$ cat src/rtl/fc_output_streamer.sv
// Captures a fully-connected layer result vector and streams it out one signed
// byte per handshake, tracking the argmax of each vector as it goes.
//
// state  | meaning
// IDLE   | no vector held, waiting for in_valid
// STREAM | presenting elements on m_*, advancing on each handshake
// DONE   | last element accepted; argmax pulse, may capture the next vector
module fc_output_streamer #(
    parameter int OUTPUT_SIZE = 10,
    parameter int IDX_W       = 4
) (
    input  logic                     clk,
    input  logic                     rst,
    input  logic [OUTPUT_SIZE*8-1:0] in_vec,
    input  logic                     in_valid,
    output logic                     busy,
    output logic [7:0]               m_data,
    output logic [IDX_W-1:0]         m_index,
    output logic                     m_valid,
    input  logic                     m_ready,
    output logic                     m_last,
    output logic [IDX_W-1:0]         argmax_idx,
    output logic [7:0]               argmax_val,
    output logic                     argmax_valid,
    output logic                     overrun,
    input  logic                     clr_overrun
);

    typedef enum logic [1:0] {
        S_IDLE   = 2'd0,
        S_STREAM = 2'd1,
        S_DONE   = 2'd2
    } state_t;

    localparam logic [IDX_W-1:0] LAST_IDX = IDX_W'(OUTPUT_SIZE - 1);

    state_t           r_state;
    state_t           w_next;
    logic [7:0]       r_hold [OUTPUT_SIZE];
    logic [IDX_W-1:0] r_cnt;
    logic [7:0]       r_max_val;
    logic [IDX_W-1:0] r_max_idx;
    logic [7:0]       r_argmax_val;
    logic [IDX_W-1:0] r_argmax_idx;
    logic             r_overrun;

    logic             w_capture;
    logic             w_drop;
    logic             w_hs;
    logic             w_last_hs;
    logic [7:0]       w_elem;
    logic [7:0]       w_max_val;
    logic [IDX_W-1:0] w_max_idx;

    assign w_capture = in_valid && (r_state != S_STREAM);
    assign w_drop    = in_valid && (r_state == S_STREAM);
    assign w_hs      = (r_state == S_STREAM) && m_ready;
    assign w_last_hs = w_hs && (r_cnt == LAST_IDX);

    always_comb begin
        w_elem = 8'd0;
        for (int i = 0; i < OUTPUT_SIZE; i++) begin
            if (r_cnt == IDX_W'(i)) w_elem = r_hold[i];
        end
    end

    // Strictly-greater replacement keeps the lowest index on ties.
    always_comb begin
        w_max_val = r_max_val;
        w_max_idx = r_max_idx;
        if ((r_cnt == '0) || ($signed(w_elem) > $signed(r_max_val))) begin
            w_max_val = w_elem;
            w_max_idx = r_cnt;
        end
    end

    always_ff @(posedge clk) begin
        if (rst) r_state <= S_IDLE;
        else     r_state <= w_next;
    end

    always_comb begin
        w_next       = r_state;
        busy         = 1'b0;
        m_valid      = 1'b0;
        argmax_valid = 1'b0;
        case (r_state)
            S_IDLE: begin
                if (in_valid) w_next = S_STREAM;
            end
            S_STREAM: begin
                busy    = 1'b1;
                m_valid = 1'b1;
                if (w_last_hs) w_next = S_DONE;
            end
            S_DONE: begin
                argmax_valid = 1'b1;
                w_next       = in_valid ? S_STREAM : S_IDLE;
            end
            default: w_next = S_IDLE;
        endcase
    end

    always_ff @(posedge clk) begin
        if (rst) begin
            for (int i = 0; i < OUTPUT_SIZE; i++) r_hold[i] <= 8'd0;
            r_cnt        <= '0;
            r_max_val    <= 8'd0;
            r_max_idx    <= '0;
            r_argmax_val <= 8'd0;
            r_argmax_idx <= '0;
            r_overrun    <= 1'b0;
        end else begin
            if (w_capture) begin
                for (int i = 0; i < OUTPUT_SIZE; i++) r_hold[i] <= in_vec[i*8 +: 8];
                r_cnt <= '0;
            end else if (w_hs && !w_last_hs) begin
                r_cnt <= r_cnt + 1'b1;
            end
            if (w_hs) begin
                r_max_val <= w_max_val;
                r_max_idx <= w_max_idx;
            end
            // Loaded with the final element folded in, so values are valid during DONE.
            if (w_last_hs) begin
                r_argmax_val <= w_max_val;
                r_argmax_idx <= w_max_idx;
            end
            if (w_drop)           r_overrun <= 1'b1;
            else if (clr_overrun) r_overrun <= 1'b0;
        end
    end

    assign m_data     = m_valid ? w_elem : 8'd0;
    assign m_index    = m_valid ? r_cnt : '0;
    assign m_last     = m_valid && (r_cnt == LAST_IDX);
    assign argmax_idx = r_argmax_idx;
    assign argmax_val = r_argmax_val;
    assign overrun    = r_overrun;

endmodule

$ cat config.mk
export PLATFORM = sky130hd
export DESIGN_NAME = fc_output_streamer
export DESIGN_NICKNAME = d
export VERILOG_FILES = /design/src/rtl/fc_output_streamer.sv
export SDC_FILE = /design/constraint.sdc
export NUM_CORES = 1
export LEC_CHECK = 0
export ABC_AREA = 1
export CORE_ASPECT_RATIO = 1.2
export CORE_UTILIZATION = 50
export CTS_CLUSTER_DIAMETER = 40
export DETAILED_ROUTE_END_ITERATION = 10
export PLACE_DENSITY = 0.83
export SYNTH_ARGS = -nofsm -noshare
export SYNTH_HDL_FRONTEND = slang
export SYNTH_SLANG_ARGS = --single-unit
$ cat constraint.sdc
create_clock -name clk -period 5.9 [get_ports clk]
set_input_delay 0.59 -clock clk [delete_from_list [all_inputs] [get_ports clk]]
set_output_delay 0.59 -clock clk [all_outputs]
set_load 0.005 [all_outputs]
==> results.json, run 1 <==
{
  "status": "complete, no violations",
  "synthCells": 749,
  "combPwrFrac": 0.141,
  "core_um2": 11570,
  "fin_worst_skew_ns": 0.008144,
  "cp.required_ns": 6.16,
  "ys_warn_count": 0,
  "p_per_area_nw_per_um2": 235.2,
  "die_y_um": 121.4,
  "cp_top_family": "simple AND/OR/NAND/NOR gates",
  "ios": 114,
  "critical_path_buf_inv_count": 2,
  "cp_max_fo": 13,
  "synth-seq-cells": 111,
  "period_needed_ns": 3.727,
  "clockRootBuffer": "clkbuf_16",
  "ctsResizeCount": 0,
  "clock_power_share": 0.338,
  "setup_viol": 0,
  "synth_nets": 846,
  "drt-total-wl_mm": 12.62,
  "crit_chain": "nand3_1 -> or2_2 -> nand3_1 -> nand3_1 -> nand2_1 -> inv_1 -> ha_1 -> a21oi_1 -> o21a_1 -> nand2_1 -> nand2_1 -> nand2_1 -> nand2_2 -> nand2_4 -> inv_2 -> nand2_1 -> o21ai_1 -> nand2_1 -> a21oi_1",
  "max-clock-path-buffers": 2,
  "fp.dieArea_um2": 12330,
  "drv_slew": 0,
  "hold_path_depth": 2,
  "setup.worst_path.end": "r_max_idx[0]",
  "slowest_delay_ns": 0.74,
  "cts_setup_buffers": 0,
  "dp_hpwl_mm": 9.150,
  "grt_usage": 0.2188,
  "p_int_mw": 1.325,
  "ys_types": 38,
  "grt_pass1_wl_mm": 20.64,
  "cts_tree": "yes",
  "antenna_cells": 0,
  "gp_congestion": 0.8487,
  "syn-cell-area_um2": 5944,
  "worstPathArrival_ns": 3.99,
  "cp_common_cell": "nand2_1",
  "layout_common_cells": "nand2_1 (163), inv_1 (150), nor2_1 (131), clkdlybuf4s50_1 (113), edfxtp_1 (80)",
  "start_util": 0.5139,
  "nets": 947,
  "clock_latency_ns": 0.35,
  "fin_util": 0.6416,
  "tightest_slew_ns": 1.079,
  "leakagePower_nw": 3.481,
  "crit_cells": 19,
  "syn2layout_area_growth_pct": 24.86,
  "layout.area.seq_um2": 3023,
  "vias": 4822,
  "p_sw_uw": 420.6,
  "dr.pass1.iters": 6,
  "cts_max_level": 3,
  "max-vdd-ir-drop_v": 0.0001323,
  "grt_overflow_total": 0,
  "drc": 0,
  "p_seq_frac": 0.521,
  "synth-edff-count": 80,
  "nFillCells": 960,
  "grt_max_degree": 85,
  "die-width_um": 101.5,
  "grtUsageMet2": 0.3771,
  "met1_usage": 0.2696,
  "antenna_found_initial": 0,
  "hold_buffers": 0,
  "synthArstFlopShare": 0,
  "numCtsBuffers": 9,
  "layout_commonest_cell": "nand2_1",
  "sw_frac_of_total": 0.2409,
  "viasPerCell": 4.770,
  "rows": 43,
  "slew_headroom": 0.2804,
  "yosysSeqAreaShare": 0.5085,
  "finalHoldViolCount": 0,
  "finalNonFillerCells": 1011,
  "multi_input_area_um2": 2140,
  "slowest_stage": "dfxtp_1",
  "top_usage_layer": "met2",
  "dp_cells": 996,
  "ant_nets": 0,
  "cts_sinks": 111,
  "drive_above_1_share": 0.06909,
  "critPathLaunchType": "register",
  "synth_flop_cell": "edfxtp_1",
  "rrSetupSlack_ns": 2.17,
  "timing.setup.tns_ns": 0,
  "critPathKind": "register to register",
  "endpoint_kind": "register",
  "grt_pass1_vias": 4488,
  "cap_violations": 0,
  "r2r_end": "r_max_idx[0]",
  "fin_crit_sh": 0.6317,
  "rsz0062_at_grt": "false",
  "clkTransAtPathRegs_ns": 0.07,
  "r2r_cells": 19,
  "grt_use_met3": 0.03456,
  "r2r-start": "r_cnt[2]",
  "max_freq_mhz": 268.3,
  "port-buffer-count": 113,
  "hold_class": "register to register",
  "wl_per_cell_um": 12.49,
  "drt_iter0_markers": 273,
  "syn_area_per_cell_um2": 7.937,
  "cp-startpoint": "r_cnt[2]"
}
-- metrics by stage --
stage | hold WS (ns) | area (um^2) | power, mW | setup WS (ns)
floorplan | 0.4445 | 5944 | 1.064 | 2.812
CTS | 0.4658 | 7422 | 1.748 | 2.142
detailed placement | 0.4558 | 7143 | 1.173 | 2.222
global placement | 0.4516 | 7143 | 1.166 | 2.357
global route | 0.4851 | 7422 | 1.812 | 1.736
finish | 0.4642 | 7422 | 1.746 | 2.173
-- power by group through the flow --
stage / Combinational (mW) / Clock, mW / Sequential, mW
after detailed placement: 0.246 / 0 / 0.926
final: 0.246 / 0.589 / 0.910
after floorplan: 0.144 / 0 / 0.920
after CTS: 0.248 / 0.590 / 0.910
after global routing: 0.279 / 0.620 / 0.914
after global placement: 0.241 / 0 / 0.925
-- Yosys cell counts, drive strengths merged (3+ instances only) --
cell type	count	area share
inv	160	0.10
nor2	140	0.096
o21ai	19	0.016
a21oi	23	0.019
nand2	172	0.11
dfxtp	31	0.10
or2	15	0.016
buf	12	0.017
nor3	3	0.0063
edfxtp	80	0.40
nand4	3	0.0032
nand3	51	0.048
nand3b	4	0.0051
clkinv	5	0.0034
clkbuf	12	0.0076
ha	12	0.025
-- cell type report --
type / count / area share
multi-input combinational: 448 / 0.2883
sequential: 111 / 0.4073
inverter: 166 / 0.08699
clock buffer: 10 / 0.03085
timing repair buffer: 114 / 0.1534
clock inverter: 5 / 0.006743
tap: 157 / 0.02647
-- registers in the layout (all words and copies together) (netlist names) --
name,cells
r_hold,80
argmax_idx,4
r_state,2
r_max_idx,4
argmax_val,8
r_max_val,8
overrun,1
r_cnt,4
-- cells by family after synthesis --
logic type | share of synthesized area
buffers and inverters | 0.1337
AOI/OAI and AO/OA | 0.04168
and+or+nand+nor | 0.2909
adders and majority gates | 0.02526
DFF | 0.5085
-- per-layer routing --
metal | share of wire | vias up | wire length, um
li1 | - | 2487 | -
met1 | 0.44 | 2169 | 5546
met2 | 0.49 | 140 | 6236
met3 | 0.038 | 26 | 476
met4 | 0.029 | 0 | 364
met5 | 0 | - | 0
-- worst min path at each step --
stage	slack (ns)	endpoint	start
3_5_place_dp	0.46	argmax_val[1]	argmax_val[1]
5_1_grt	0.49	argmax_val[1]	argmax_val[1]
2_1_floorplan	0.44	r_max_val[1]	r_max_val[1]
3_3_place_gp	0.45	overrun	overrun
4_1_cts	0.47	argmax_val[1]	argmax_val[1]
6_report	0.46	argmax_val[1]	argmax_val[1]
-- worst register-to-register path: cells and delay by family (launching register included) --
family                     cells  cell delay, ns
adders and majority gates      1            0.28
and+or+nand+nor               12            1.84
DFF                            1            0.74
buffers and inverters          2            0.26
AOI/OAI and AO/OA              4            0.52
No activity file was read; power rests on OpenSTA's default activity.
==> run 2: changes to the inputs <==
Settings changed: CORE_UTILIZATION 50 to 47, PLACE_DENSITY 0.83 to 0.82.
Clock period 5.9 ns to 3.4 ns, I/O delays scaled along.
==> results.json, run 2 (same netlist as run 1, synthesis figures left out) <==
{
  "status": "complete, no violations",
  "fin_crit_sh": 0.9420,
  "start_util": 0.4864,
  "critPathKind": "register to register",
  "core_um2": 12220,
  "ios": 114,
  "hold_start": "argmax_val[1]",
  "endpoint_kind": "register",
  "grt_pass1_vias": 4812,
  "die_y_um": 125.2,
  "layout_setup_ws_ns": 0.1972,
  "max-clock-path-buffers": 2,
  "registers.top_by_ff_count": "r_hold",
  "layout_commonest_cell": "nand2_1",
  "wl_per_cell_um": 13.19,
  "placed_area_um2": 7281,
  "timing.setup.tns_ns": 0,
  "nFillCells": 1035,
  "power.total_mw": 3.294,
  "die-width_um": 104.7,
  "rrSetupSlack_ns": 0.20,
  "fp.dieArea_um2": 13100,
  "ant_nets": 0,
  "setup_viol": 0,
  "drt_iter0_markers": 342,
  "p_per_area_nw_per_um2": 425.2,
  "grt_pass1_wl_mm": 22.38,
  "cts_sinks": 111,
  "clkTransAtPathRegs_ns": 0.08,
  "finalHoldViolCount": 0,
  "gp_congestion": 0.8489,
  "r2r-start": "r_cnt[0]",
  "dr.pass1.iters": 7,
  "grt_max_degree": 80,
  "slew_headroom": 0.4880,
  "dp_hpwl_mm": 9.713,
  "place_ws_ns": 0.06634,
  "clock_latency_ns": 0.36,
  "hold-path-endpoint": "argmax_val[1]",
  "max_freq_mhz": 312.2,
  "drive_above_1_share": 0.1145,
  "nets": 965,
  "fin_worst_skew_ns": 0.01036,
  "layout_common_cells": "nand2_1 (161), inv_1 (148), nor2_1 (130), clkdlybuf4s50_1 (113), edfxtp_1 (80)",
  "hold_buffers": 0,
  "grt_usage": 0.2156,
  "worstPathArrival_ns": 3.45,
  "rows": 44,
  "cap_violations": 0,
  "design_area_um2": 7749,
  "grt_overflow_total": 0,
  "finalNonFillerCells": 1034,
  "numCtsBuffers": 9,
  "r2r_end": "argmax_val[1]",
  "holdWs_ns": 0.4648,
  "cp.required_ns": 3.65,
  "rsz0062_at_grt": "true",
  "critPathLaunchType": "register",
  "r2r_cells": 26,
  "antenna_found_initial": 0,
  "hold_class": "register to register",
  "port-buffer-count": 113,
  "fin_util": 0.6340,
  "hold_path_depth": 2,
  "viasPerCell": 4.809,
  "leakagePower_nw": 3.629,
  "cts_max_level": 3,
  "max-vdd-ir-drop_v": 0.0002280,
  "drc": 0,
  "period_needed_ns": 3.203,
  "largest_register_ffs": 80,
  "syn2layout_area_growth_pct": 30.35,
  "vias": 4972,
  "antenna_cells": 0,
  "drt-total-wl_mm": 13.63,
  "drv_slew": 0,
  "cts_tree": "yes",
  "clockRootBuffer": "clkbuf_16",
  "tightest_slew_ns": 0.7681,
  "dp_cells": 1016,
  "cp_max_fo": 12
}
==> run 2: worst max-delay path by stage <==
stage / start / end / slack, ns / cells after the start
finish: r_cnt[0] / argmax_val[1] / 0.20 / 26
global route: r_cnt[1] / argmax_idx[3] / -0.08 / 26
CTS: r_cnt[1] / r_max_idx[1] / 0.01 / 27
detailed placement: r_cnt[1] / r_max_idx[1] / 0.07 / 27
global placement: r_cnt[1] / argmax_idx[0] / 0.21 / 27
floorplan: r_cnt[1] / argmax_idx[3] / 0.31 / 25
==> run 2: critical path: stages, from the launching register on <==
cell	delay [ns]
dfxtp_4	0.37
inv_2	0.08
ha_2	0.19
bufinv_8	0.19
nor2_4	0.13
inv_4	0.09
nor2_1	0.09
nor2_1	0.05
nand2_1	0.08
nand2_1	0.08
nand3_1	0.09
nand3_2	0.10
nand2_1	0.11
inv_1	0.08
ha_4	0.28
nand2_1	0.06
nor2_2	0.14
nand2_1	0.07
nand2_1	0.05
nand2_1	0.05
nand2_1	0.06
nand2_2	0.09
nand2_4	0.14
buf_4	0.17
nand2_1	0.09
nand3_1	0.10
a21oi_1	0.07
==> run 2: final cells by class <==
type                       count  area, um^2  share of cell area
clock buffer                   9       225.2             0.02907
clock inverter                 7       125.1             0.01615
inverter                     166       655.6             0.08461
multi-input combinational    448        2226              0.2873
sequential                   111        3029              0.3909
tap                          161       201.4             0.02600
timing repair buffer         132        1286              0.1660
==> run 2: where the power goes <==
part / total, mW / internal [mW] / switching, mW
combinational: 0.475 / 0.218 / 0.257
clock: 1.24 / 0.731 / 0.510
sequential: 1.58 / 1.54 / 0.0335
==> run 2: timing repair <==
item,in CTS,in global routing
pin swaps,0,5
setup endpoints to repair,9,27
gates resized for setup,1,27
buffers inserted,0,2
==> run 2: routing by layer <==
metal / GRT usage / vias to the layer above / routed length [um] / part of all wire
met3: 0.04015 / 31 / 662 / 0.049
li1: - / 2515 / - / -
met4: 0.09196 / 0 / 368 / 0.027
met2: 0.3751 / 174 / 6823 / 0.50
met1: 0.2607 / 2252 / 5780 / 0.42
met5: 0 / - / 0 / 0
